--- src/rtl/skin_decision.sv ---
// Skin-mask decision stage: thresholds sigmoid outputs to raw skin bits, majority-filters them over a
// per-line sliding window, and reports a running per-line skin count through a single-entry output register.
module skin_decision #(
   parameter logic [7:0] THRESH = 8'd128,
   parameter int         WIN    = 5,
   parameter int         LINE_W = 11
) (
   input  logic              clk,
   input  logic              rst_n,
   input  logic              clear,
   input  logic              in_valid,
   output logic              in_ready,
   input  logic [7:0]        in_data,
   input  logic              in_last,
   output logic              out_valid,
   input  logic              out_ready,
   output logic              out_skin,
   output logic              out_raw,
   output logic              out_last,
   output logic [LINE_W-1:0] out_idx,
   output logic [LINE_W-1:0] out_linecnt,
   output logic              o_dbg_state
);

   // Handshake: a beat moves on an edge where valid && ready are both high; a held output
   // (out_valid && !out_ready) keeps every out_* field stable until it is taken.
   typedef enum logic {IDLE = 1'b0, LINE = 1'b1} state_t;

   localparam logic [LINE_W-1:0] CNT_MAX = '1;
   localparam logic [3:0]        HALF    = 4'(WIN / 2);

   state_t              r_state;
   state_t              w_state_nxt;
   logic [WIN-1:0]      r_win;
   logic [3:0]          r_wcnt;
   logic [LINE_W-1:0]   r_idx;
   logic [LINE_W-1:0]   r_linecnt;
   logic                r_out_valid;
   logic                r_out_skin;
   logic                r_out_raw;
   logic                r_out_last;
   logic [LINE_W-1:0]   r_out_idx;
   logic [LINE_W-1:0]   r_out_linecnt;

   logic                w_accept;
   logic                w_raw;
   logic [WIN-1:0]      w_win_new;
   logic [3:0]          w_wcnt_new;
   logic                w_skin;
   logic [LINE_W-1:0]   w_idx_inc;
   logic [LINE_W-1:0]   w_lc_new;

   assign in_ready   = !r_out_valid || out_ready;
   assign w_accept   = in_valid && in_ready;
   assign w_raw      = (in_data >= THRESH);
   assign w_win_new  = {r_win[WIN-2:0], w_raw};
   assign w_wcnt_new = r_wcnt + 4'(w_raw) - 4'(r_win[WIN-1]);
   assign w_skin     = (w_wcnt_new > HALF);
   assign w_idx_inc  = (r_idx == CNT_MAX) ? r_idx : r_idx + 1'b1;
   assign w_lc_new   = (w_skin && (r_linecnt != CNT_MAX)) ? r_linecnt + 1'b1 : r_linecnt;

   always_ff @(posedge clk or negedge rst_n) begin
      if (!rst_n) r_state <= IDLE;
      else        r_state <= w_state_nxt;
   end

   always_comb begin
      w_state_nxt = r_state;
      if (clear)         w_state_nxt = IDLE;
      else if (w_accept) w_state_nxt = in_last ? IDLE : LINE;
   end

   // Window and counters restart at every line end so the next line sees implicit zeros.
   always_ff @(posedge clk or negedge rst_n) begin
      if (!rst_n) begin
         r_win         <= '0;
         r_wcnt        <= '0;
         r_idx         <= '0;
         r_linecnt     <= '0;
         r_out_valid   <= 1'b0;
         r_out_skin    <= 1'b0;
         r_out_raw     <= 1'b0;
         r_out_last    <= 1'b0;
         r_out_idx     <= '0;
         r_out_linecnt <= '0;
      end else if (clear) begin
         r_win         <= '0;
         r_wcnt        <= '0;
         r_idx         <= '0;
         r_linecnt     <= '0;
         r_out_valid   <= 1'b0;
      end else if (w_accept) begin
         r_out_valid   <= 1'b1;
         r_out_skin    <= w_skin;
         r_out_raw     <= w_raw;
         r_out_last    <= in_last;
         r_out_idx     <= r_idx;
         r_out_linecnt <= w_lc_new;
         if (in_last) begin
            r_win     <= '0;
            r_wcnt    <= '0;
            r_idx     <= '0;
            r_linecnt <= '0;
         end else begin
            r_win     <= w_win_new;
            r_wcnt    <= w_wcnt_new;
            r_idx     <= w_idx_inc;
            r_linecnt <= w_lc_new;
         end
      end else if (out_ready) begin
         r_out_valid <= 1'b0;
      end
   end

   assign out_valid   = r_out_valid;
   assign out_skin    = r_out_skin;
   assign out_raw     = r_out_raw;
   assign out_last    = r_out_last;
   assign out_idx     = r_out_idx;
   assign out_linecnt = r_out_linecnt;
   assign o_dbg_state = r_state;

endmodule

--- config.mk ---
export PLATFORM = sky130hd
export DESIGN_NAME = skin_decision
export DESIGN_NICKNAME = d
export VERILOG_FILES = /design/src/rtl/skin_decision.sv
export SDC_FILE = /design/constraint.sdc
export NUM_CORES = 1
export LEC_CHECK = 0
export ABC_CLOCK_PERIOD_IN_PS = 2700
export CAP_MARGIN = 30
export CORE_AREA = 2 2 102 104
export CTS_CLUSTER_SIZE = 12
export DETAILED_ROUTE_END_ITERATION = 6
export DIE_AREA = 0 0 104 106
export MAX_ROUTING_LAYER = met4
export PLACE_DENSITY = 0.55
export REMOVE_ABC_BUFFERS = 1
export SETUP_SLACK_MARGIN = 0.02
export SYNTH_ARGS = -nofsm -noshare
export SYNTH_HDL_FRONTEND = slang
export SYNTH_SLANG_ARGS = --single-unit
--- constraint.sdc ---
create_clock -name clk -period 2.7 [get_ports clk]
set_clock_uncertainty 0.2 [all_clocks]
set_input_delay 0.405 -clock clk [delete_from_list [all_inputs] [get_ports clk]]
set_output_delay 0.405 -clock clk [all_outputs]
set_load 0.02 [all_outputs]
* Word level (Yosys, flattened, before mapping)
Index checks and enable logic that the tools add are counted.
** Word-level totals
- Bits in registers :: 58
- Input port bits :: 14
- Output and inout bits :: 28
- Logic and storage cells :: 49
** Cells by class
- $add $sub $neg :: 4
- Order comparisons :: 2
- Equality and inequality tests :: 3
- Muxes and demuxes :: 20
- Bitwise operators :: 1
- Reductions and logical operators :: 8
** Operators by type and width (count)
- two-way mux 11 bit :: 8
- adder 11 x 1 -> 11 bit, second input constant :: 2
- two-way mux 5 bit :: 3
- two-way mux 4 bit :: 3
- equality test 11 bit, second input constant :: 1
- != test 11 bit, second input constant :: 1
- greater-or-equal comparator 8 bit, second input constant :: 1
- two-way mux 1 bit :: 6
- adder 4 x 1 -> 4 bit :: 1
- greater-than comparator 4 x 2 -> 1 bit, second input constant :: 1
- AND reduction 2 bit :: 2
- subtractor 4 x 1 -> 4 bit :: 1
- != test 3 bit, second input constant :: 1
- nonzero test 3 bit :: 1
- logical AND 1 bit :: 2
- nonzero test 2 bit :: 1
- zero test 1 bit :: 1
- logical OR 1 bit :: 1
- NOT 1 bit :: 1

* Depth between registers and ports, before layout
Gate-level depths: netlist of the first run.
- Depth in word-level cells :: 9
- Gate-level depth with buffers :: 12
- Gate-level depth less buffers :: 10

* Worst setup path before layout of the first run
OpenSTA, ideal clock, no wires.
- Path kind :: in2reg
- Start :: in in_data[7]
- End :: reg r_out_linecnt[1], in the netlist out_linecnt[1]
- Library setup time :: 82 ps
- Arrival :: 2404 ps
- Required time :: 2418 ps
- Slack :: 14 ps
- Stages :: 12
- Path buffers :: 2
- Path through :: inv_1 ha_1 inv_1 ha_1 fa_1 xnor2_1 a21boi_1 o21a_1 buf_2 buf_2 o21ai_1 a31oi_1
** Between the ends
- Word-level cells in the longest chain between the ends :: 6
** Ends and longest elaborated chain
- start, declared :: RTL line 13 : input logic [7:0] in_data,
- greater-or-equal comparator 8 bit :: RTL line 55 : assign w_raw = (in_data >= THRESH);
- adder 4 x 1 -> 4 bit :: RTL line 57 : assign w_wcnt_new = r_wcnt + 4'(w_raw) - 4'(r_win[WIN-1]);
- subtractor 4 x 1 -> 4 bit :: RTL line 57
- greater-than comparator 4 x 2 -> 1 bit :: RTL line 58 : assign w_skin = (w_wcnt_new > HALF);
- logical AND 1 bit :: RTL line 60 : assign w_lc_new = (w_skin && (r_linecnt != CNT_MAX)) ? r_linecnt + 1'b1 : r_linecnt;
- two-way mux 11 bit :: RTL line 60
- end signal, assigned :: RTL line 98 : r_out_linecnt <= w_lc_new;
- end, declared :: RTL line 43 : logic [LINE_W-1:0] r_out_linecnt;
Every way passes these cells.
A chain may end at the register's enable or synchronous reset.

* Final worst setup path of the first run
- Start :: reg r_win[4]
- End :: reg r_linecnt[9]
** Between the ends
- Word-level cells in the longest chain between the ends :: 7
** Ends and longest elaborated chain
- start, declared :: RTL line 34 : logic [WIN-1:0] r_win;
- start signal, assigned :: RTL line 105 : r_win <= w_win_new;
- subtractor 4 x 1 -> 4 bit :: RTL line 57
- greater-than comparator 4 x 2 -> 1 bit :: RTL line 58
- logical AND 1 bit :: RTL line 60
- two-way mux 11 bit :: RTL line 60
- two-way mux 11 bit :: RTL line 99 : if (in_last) begin
- two-way mux 11 bit :: RTL line 92 : end else if (w_accept) begin
- two-way mux 11 bit :: RTL line 86 : end else if (clear) begin
- end signal, assigned :: RTL line 108 : r_linecnt <= w_lc_new;
- end, declared :: RTL line 37 : logic [LINE_W-1:0] r_linecnt;
Every way passes these cells. The select of a mux whose other input is x is not followed.

==> run metrics, run 1 <==
status=finished with violations; violated checks=negative hold slack; Seq pwr share=0.455; crit-path cells=ha_4 -> inv_2 -> ha_4 -> fa_2 -> xnor2_2 -> a21boi_4 -> o21a_4 -> buf_12 -> or4_1 -> nand3_1; Setup crit start=r_win[4]; nets=roughly 400; pwr/cell area=526.7 mW/mm^2; Die Span Y=106 microns; worst slew pin tran=0.7595 ns; WP data arrival=2.71 ns; flip-flop and latch area=between 0.001 and 0.0015 sq mm; Critical Path Max Stage Delay=0.46 ns; post-route ant nets=0; starting density of the core=0.2934; final core area utilization=0.3898; CP Class=flip-flop to flip-flop; layout cell share with drive strength beyond 1=0.1693; initial antenna violation count=0; Yosys cell types=45; first-pass GRT wire length=12340 microns; detailed-placement wirelength estimate=around 4700 microns; post-layout power=2.053 mW; synthesized area=~0.0029 sq mm; Clock Sinks=58; internal power component=1.486 mW; FF-to-FF End=r_linecnt[9]; Clk pwr share=0.403; max_slew headroom=0.4937; # diodes=0; maxcap violations=0; Root Buffer=clkbuf_8; row count=37; share of the synthesized area in the top cell type=0.4947; Final Critical Period=approximately 2.6 ns; switch share=0.2762; ys async rst share=1.000; DRC=0; ranking of synthesized cells by area=dfrtp_1, nand2_1, nand3_1; setup ws final=0.06800 ns; Synth area leader=dfrtp_1; Top FF cell, synth=dfrtp_1; first drt pass iteration count=4; Worst-Skew Late Latency=0.34 ns; Post-Syn Instances=322; kind of cell adding the most delay to the critical path=adder cells; clock buffer depth=2; reg2reg start=r_win[4]; Reg2Reg Depth=10; crit share post-route=0.9748; Hold WC Path Type=input port to asynchronous set/reset pin; Post-synth EDFFs=0; filler-free cell count of the finished design=514; setup slack, reg-to-reg=between 0.06 and 0.07 ns; CTS Hold Buffers Added=0; vias per cell=a little under 5; total grt overflow=0; clock-pin slew on the worst setup and hold paths=0.07 ns; crit end category=flip-flop; H-tree levels=3; Req. time, crit path=roughly 2.8 ns; drt wl/cell=14.04 microns; Synth-to-Final Area Change=32.84%; largest net degree at the start of global routing=59; Final Slew Violations=0; Static Leakage=1.676 nW; crit path max fanout=8; Core ar.=between 0.009 and 0.01 sq mm; most used cell, CP=ha_4; CTS tree=done; Sw Pwr=roughly 570 uW; CTS buffer count=9; vias in the first global route=between 2000 and 2500; RSZ-0062 raised after global routing=yes; Worst path slowest cell=or4_1; startpoint types=flip-flop; sequential fraction of the synthesis area=0.4947; I/O Pins=42; placed insts=between 400 and 500; die width=~100 microns; Setup violations, final=0; VDD IR max=roughly 0.32 mV; multi-input logic area=0.001450 sq mm; Die Footprint=0.01102 sq mm; YS warnings=0; Yosys reg bits=58; via count=2504; fill count=1030; Buf+Inv Stages, Crit Path=2; Starting DRT DRC Count=159; Port Buffers=34; mean post-synth cell area=~9.1 sq um; worst slack at placement=-0.6891 ns; Final Hold Violating Endpoints=2; Gate power share=0.141; Peak Freq=379.9 MHz; Hold Slack=-0.008485 ns; global-route usage over all layers=0.1439; GPL Wtd Cong=0.7855; final wirelength=7216 microns
==> per-layer routing <==
| layer | track usage | wire length [microns] | vias to the layer above |
|---|---|---|---|
| li1 | - | - | 1268 |
| met1 | 0.1960 | 3637 | 1187 |
| met2 | 0.2143 | 3237 | 41 |
| met3 | 0.03004 | 236 | 8 |
| met4 | 0.04923 | 104 | 0 |
| met5 | - | 0 | - |
==> worst max-delay path by stage <==
stage,cells after the start,slack (ns),endpoint
after floorplan,10,-0.20,out_linecnt[3]
after CTS,10,0.02,r_linecnt[4]
after detailed placement,12,-0.69,r_linecnt[4]
after global placement,12,-0.65,r_linecnt[7]
final,10,0.07,r_linecnt[9]
after global routing,10,-0.02,r_linecnt[8]
==> power groups by stage <==
stage | clock, mW | sequential (mW) | combinational (mW)
global placement | 0 | 0.951 | 0.263
floorplan | 0 | 0.985 | 0.0776
CTS | 0.853 | 0.935 | 0.292
global route | 0.890 | 0.940 | 0.317
detailed placement | 0 | 0.950 | 0.264
finish | 0.828 | 0.935 | 0.290
==> Yosys cell counts (all sizes together) (2+ instances only) <==
library cell,count
o21ai,20
a21oi,8
o22ai,2
nor3,4
nor2,22
nand4,11
dfrtp,58
a31oi,11
nand3b,2
nor4,2
buf,6
a22o,5
o211ai,7
clkbuf,17
nand3,19
and3,7
o311ai,3
inv,10
a31o,3
or4,7
a2111oi,4
nand2,58
ha,6
xnor2,7
a21o,2
or3,6
a211oi,3
==> layout make-up <==
cell class                 instances  share of cell area
clock buffer                      10             0.03531
tap                              136             0.04366
clock inverter                     6             0.01701
sequential                        58              0.3724
timing repair buffer              63              0.1499
multi-input combinational        231              0.3721
inverter                          10            0.009631
==> through the flow <==
stage | instance area (sq um) | setup TNS [ns]
global route | 3897 | -0.02177
finish | 3897 | 0
CTS | 3857 | 0
floorplan | 2841 | -2.352
global placement | 3505 | -12.15
detailed placement | 3505 | -12.89
==> registers in the layout (all words and copies together), names as in the netlist <==
signal,flops
r_win,5
out_valid,1
r_linecnt,11
out_linecnt,11
out_skin,1
r_idx,11
out_last,1
r_wcnt,4
out_idx,11
out_raw,1
o_dbg_state,1
==> cell usage in the layout (no fill, tap or decap), drive strengths merged, types with 6 or more instances in the layout <==
master,count
o21ai,20
xnor2,7
or4,7
nor2,22
a21oi,8
ha,6
nand2,58
nand4,11
clkdlybuf4s50,32
dfrtp,58
or3,6
and3,7
nand3,19
o211ai,7
clkbuf,10
a31oi,11
inv,10
buf,30
==> cell families after synthesis <==
logic type               share of synthesized area
AND/OR/NAND/NOR                             0.2375
AO/OA/AOI/OAI                               0.1672
flip-flops                                  0.4947
buffers and inverters                      0.04435
adder cells (fa/ha/maj)                    0.03241
XOR/XNOR                                   0.02388
==> worst reg2reg max path: stages, from the launching register on <==
cell and delay [ns]:
dfrtp_1 0.41, ha_4 0.28, inv_2 0.04, ha_4 0.15
fa_2 0.35, xnor2_2 0.15, a21boi_4 0.15, o21a_4 0.16
buf_12 0.14, or4_1 0.46, nand3_1 0.09
==> repair_timing <==
| action | CTS | global route |
|---|---|---|
| gates resized for setup | 14 | 8 |
| pin swaps | 14 | 13 |
| setup endpoints to repair | 22 | 18 |
| buffers inserted | 7 | 3 |
| cloned | 1 | 0 |
(Power assumes the default switching activity.)
==> inputs of run 2 (changes only) <==
--- a/config.mk
+++ b/config.mk
@@ -8,11 +8,12 @@
 export ABC_CLOCK_PERIOD_IN_PS = 2700
 export CAP_MARGIN = 30
 export CORE_AREA = 2 2 102 104
+export CTS_CLUSTER_DIAMETER = 120
 export CTS_CLUSTER_SIZE = 12
 export DETAILED_ROUTE_END_ITERATION = 6
 export DIE_AREA = 0 0 104 106
 export MAX_ROUTING_LAYER = met4
-export PLACE_DENSITY = 0.55
+export PLACE_DENSITY = 0.54
 export REMOVE_ABC_BUFFERS = 1
 export SETUP_SLACK_MARGIN = 0.02
 export SYNTH_ARGS = -nofsm -noshare
==> run 2 against run 1 <==
Effect of this change:
- critical endpoint is now r_linecnt[8]
- the flow now finishes without violations
- utilization decreased by 0.11 points
- critical path type unchanged
- worst setup slack got worse by 0.021 ns
- routed wire length increased by 6.7%
- maximum frequency decreased by 0.80%
- non-clock buffer count increased by 1
- total power increased by 3.2%
- largest power group unchanged
- largest cell class unchanged
==> run metrics, run 2 (synthesis gave the netlist of run 1 again) <==
max_slew headroom=0.5702; most used cell, CP=ha_4; Buf+Inv Stages, Crit Path=2; startpoint types=flip-flop; H-tree levels=3; vias in the first global route=2508; via count=2573; Die Footprint=0.01102 sq mm; # diodes=0; detailed-placement wirelength estimate=5100 microns; largest net degree at the start of global routing=26; Port Buffers=34; worst slack at placement=-0.6374 ns; crit-path cells=ha_4 -> inv_2 -> ha_4 -> fa_2 -> xnor2_2 -> a21boi_4 -> o21a_4 -> buf_6 -> or4_4 -> nand3_2; Final Hold Violating Endpoints=0; pwr/cell area=~550 mW/mm^2; most frequent cells in the layout=nand2_1, dfrtp_1, clkdlybuf4s50_1, buf_4, nor2_1; maxcap violations=0; Setup violations, final=0; CP Class=flip-flop to flip-flop; status=complete, no violations; final wirelength=7696 microns; die width=104 microns; total grt overflow=0; VDD IR max=around 0.28 mV; setup ws final=0.04669 ns; Root Buffer=clkbuf_8; clock buffer depth=2; Hold Slack=0.2720 ns; RSZ-0062 raised after global routing=yes; Hold WC Path Type=flip-flop to flip-flop; Final Critical Period=about 2.7 ns; Req. time, crit path=2.77 ns; Synth-to-Final Area Change=32.45%; final core area utilization=0.3886; post-route ant nets=0; WP data arrival=2.73 ns; crit end category=flip-flop; crit path max fanout=5; Die Span Y=106 microns; layout cell share with drive strength beyond 1=0.1662; global-route usage over all layers=0.1496; Starting DRT DRC Count=124; I/O Pins=42; first drt pass iteration count=4; GPL Wtd Cong=about 0.79; Worst path slowest cell=or4_4; starting density of the core=0.2934; drt wl/cell=14.94 microns; initial antenna violation count=0; clock-pin slew on the worst setup and hold paths=0.07 ns; CTS tree=done; nets=395; Final Slew Violations=0; post-layout power=2.119 mW; kind of cell adding the most delay to the critical path=adder cells; Worst-Skew Late Latency=0.34 ns; Static Leakage=1.688 nW; Core ar.=0.01000 sq mm; DRC=0; CTS buffer count=9; TNS Setup=0 ns; vias per cell=4.996; Clock Sinks=58; row count=37; first-pass GRT wire length=12600 microns; Critical Path Max Stage Delay=0.48 ns; worst slew pin tran=0.6285 ns; crit share post-route=0.9827; Peak Freq=376.9 MHz
run 2: final cells by class:
class / count / area (sq um)
flip-flops and latches: 58 / 1451
clock buffers: 11 / 141.4
inverters: 10 / 37.54
well taps: 136 / 170.2
multi-input cells: 231 / 1438
fillers: 1029 / 6113
clock inverters: 5 / 77.57
repair buffers: 64 / 570.5
run 2: worst paths after layout:
check | start | end | slack (ns) | cells after the start
worst min register to register | out_idx[7] | out_idx[7] | 0.27 | 2
worst min-delay path | out_idx[7] | out_idx[7] | 0.27 | 2
worst max register to register | r_win[4] | r_linecnt[8] | 0.05 | 10
worst max-delay path | r_win[4] | r_linecnt[8] | 0.05 | 10
max in group asynchronous | rst_n | out_linecnt[1] | 1.27 | 3
min in group asynchronous | rst_n | r_idx[4] | 0.33 | 2
run 2: where the power goes:
part	internal, mW	total [mW]	switching [mW]	leakage, nW
combinational	0.124	0.287	0.162	0.793
sequential	0.907	0.936	0.0290	0.785
clock	0.542	0.897	0.355	0.109
total	1.57	2.12	0.546	1.69
run 2: tightest hold or removal path, stage by stage (launching register included):
cell,delay [ns]
dfrtp_1,0.34
nand2_1,0.05
nand2_1,0.05
run 2: per-stage QoR:
stage | cells | area [sq um]
floorplan | 299 | 2841
global placement | 492 | 3522
detailed placement | 492 | 3522
CTS | 514 | 3834
global route | 515 | 3886
finish | 515 | 3886
run 2: timing repair:
| item | CTS | global route |
|---|---|---|
| resized for setup | 13 | 10 |
| endpoints found under the hold margin | 16 | 0 |
| setup endpoints to repair | 23 | 19 |
| setup buffers | 2 | 1 |
| pin swaps | 17 | 9 |
| hold buffers | 1 | 0 |
| cloned | 3 | 0 |
run 2: per-layer routing:
| metal | wire (microns) | track usage | part of all wire |
|---|---|---|---|
| met1 | 3801 | 0.2010 | 0.49 |
| met2 | 3416 | 0.2138 | 0.44 |
| met3 | 351 | 0.04537 | 0.046 |
| met4 | 126 | 0.05405 | 0.016 |
| met5 | 0 | - | 0 |
==> inputs of run 3 (changes only) <==
--- a/config.mk
+++ b/config.mk
@@ -6,14 +6,16 @@
 export NUM_CORES = 1
 export LEC_CHECK = 0
 export ABC_CLOCK_PERIOD_IN_PS = 2700
-export CAP_MARGIN = 30
+export CAP_MARGIN = 5
+export CELL_PAD_IN_SITES_DETAIL_PLACEMENT = 1
+export CELL_PAD_IN_SITES_GLOBAL_PLACEMENT = 1
 export CORE_AREA = 2 2 102 104
 export CTS_CLUSTER_DIAMETER = 120
 export CTS_CLUSTER_SIZE = 12
 export DETAILED_ROUTE_END_ITERATION = 6
 export DIE_AREA = 0 0 104 106
 export MAX_ROUTING_LAYER = met4
-export PLACE_DENSITY = 0.54
+export PLACE_DENSITY = 0.66
 export REMOVE_ABC_BUFFERS = 1
 export SETUP_SLACK_MARGIN = 0.02
 export SYNTH_ARGS = -nofsm -noshare
==> run 3 against run 2 <==
Effect of this change:
- critical path depth unchanged
- largest cell class is now multi-input gates
- critical path type unchanged
- clock-buffer cell count unchanged
- final cell count grew 2.9%
==> run metrics, run 3 (synthesis gave the netlist of run 1 again) <==
initial antenna violation count=0; row count=37; Reg2Reg Depth=10; crit end category=flip-flop; final wirelength=8573 microns; pwr/cell area=509.8 mW/mm^2; Final Hold Violating Endpoints=0; CTS tree=done; design area=between 0.004 and 0.005 sq mm; post-route ant nets=0; vias per cell=5.108; Synth-to-Final Area Change=38.59%; VDD IR max=~0.22 mV; Req. time, crit path=2.77 ns; Die Span Y=approximately 110 microns; Final Slew Violations=0; CTS buffer count=9; maxcap violations=0; Setup violations, final=0; crit share post-route=0.9997; GPL Wtd Cong=roughly 0.77; Starting DRT DRC Count=about 90; H-tree levels=3; crit path max fanout=6; Hold Slack=0.005279 ns; die width=104 microns; placed insts=roughly 490; total grt overflow=0; Worst-Skew Late Latency=0.34 ns; Placed Area=0.003562 sq mm; Static Leakage=1.801 nW; clock-pin slew on the worst setup and hold paths=roughly 0.080 ns; Core ar.=0.01000 sq mm; Final Critical Period=~2.7 ns; startpoint types=flip-flop; RSZ-0062 raised after global routing=yes; layout cell share with drive strength beyond 1=0.2107; drt wl/cell=16.18 microns; starting density of the core=0.2934; Die Footprint=0.01102 sq mm; max_slew headroom=0.4874; via count=2707; worst slew pin tran=0.7688 ns; DRC=0; Port Buffers=34; first drt pass iteration count=5; CP Class=flip-flop to flip-flop; Clock Sinks=just under 60; nets=410; worst slack at placement=-0.6492 ns; clock buffer depth=2; Root Buffer=clkbuf_8; vias in the first global route=2854; Hold WC Path Type=input port to asynchronous set/reset pin; largest net degree at the start of global routing=59; status=complete, no violations; final core area utilization=0.4067; filler-free cell count of the finished design=530; first-pass GRT wire length=14260 microns; I/O Pins=42; WP data arrival=2.77 ns; # diodes=0; most frequent cells in the layout=nand2_1, dfrtp_1, buf_4, clkdlybuf4s50_1, nor2_1; global-route usage over all layers=0.1676; CTS Hold Buffers Added=0; setup ws final=0.0007303 ns; Peak Freq=370.5 MHz; detailed-placement wirelength estimate=5462 microns
run 3: what timing repair did:
item,in CTS,in global routing
pin swaps,20,19
resized for setup,16,14
setup buffers,17,2
cloned,1,0
setup endpoints to repair,21,19
run 3: stage by stage:
stage / setup TNS, ns / power (mW)
final: 0 / 2.073
after global routing: -0.2414 / 2.168
after CTS: -0.04511 / 2.087
after detailed placement: -12.14 / 1.231
after global placement: -11.06 / 1.227
after floorplan: -2.352 / 1.062
run 3: per-layer routing:
metal	global-route usage	wire [microns]	part of all wire
met4	0.06467	128	0.015
met5	-	0	0
met3	0.02698	180	0.021
met1	0.2092	4048	0.47
met2	0.2754	4215	0.49
run 3: worst max-delay path, cell delays in order (launching register included):
cell and delay [ns]:
dfrtp_1 0.43, ha_4 0.29, inv_2 0.04, ha_4 0.15
fa_2 0.35, xnor2_2 0.14, a21boi_4 0.15, o21a_4 0.17
buf_12 0.15, or4_4 0.48, nand3_2 0.09
run 3: layout make-up:
class / instances / area (sq um)
inverter: 10 / 37.54
timing repair buffer: 79 / 728.2
multi-input combinational: 231 / 1484
tap: 136 / 170.2
clock inverter: 5 / 53.80
clock buffer: 11 / 141.4
sequential: 58 / 1451
fill: 1171 / 5933
run 3: final timing paths:
kind	to	startpoint	slack, ns
worst max register to register	r_linecnt[9]	r_win[4]	0.0007
worst min register to register	out_idx[9]	out_idx[9]	0.28
worst min-delay path	out_idx[4]	rst_n	0.005
max in group asynchronous	r_linecnt[5]	rst_n	1.77
min in group clk	out_idx[9]	out_idx[9]	0.28
worst max-delay path	r_linecnt[9]	r_win[4]	0.0007
run 3: report_power, final:
part,internal [mW],switching [mW]
Combinational,0.148,0.172
Clock,0.449,0.370
Sequential,0.906,0.0286
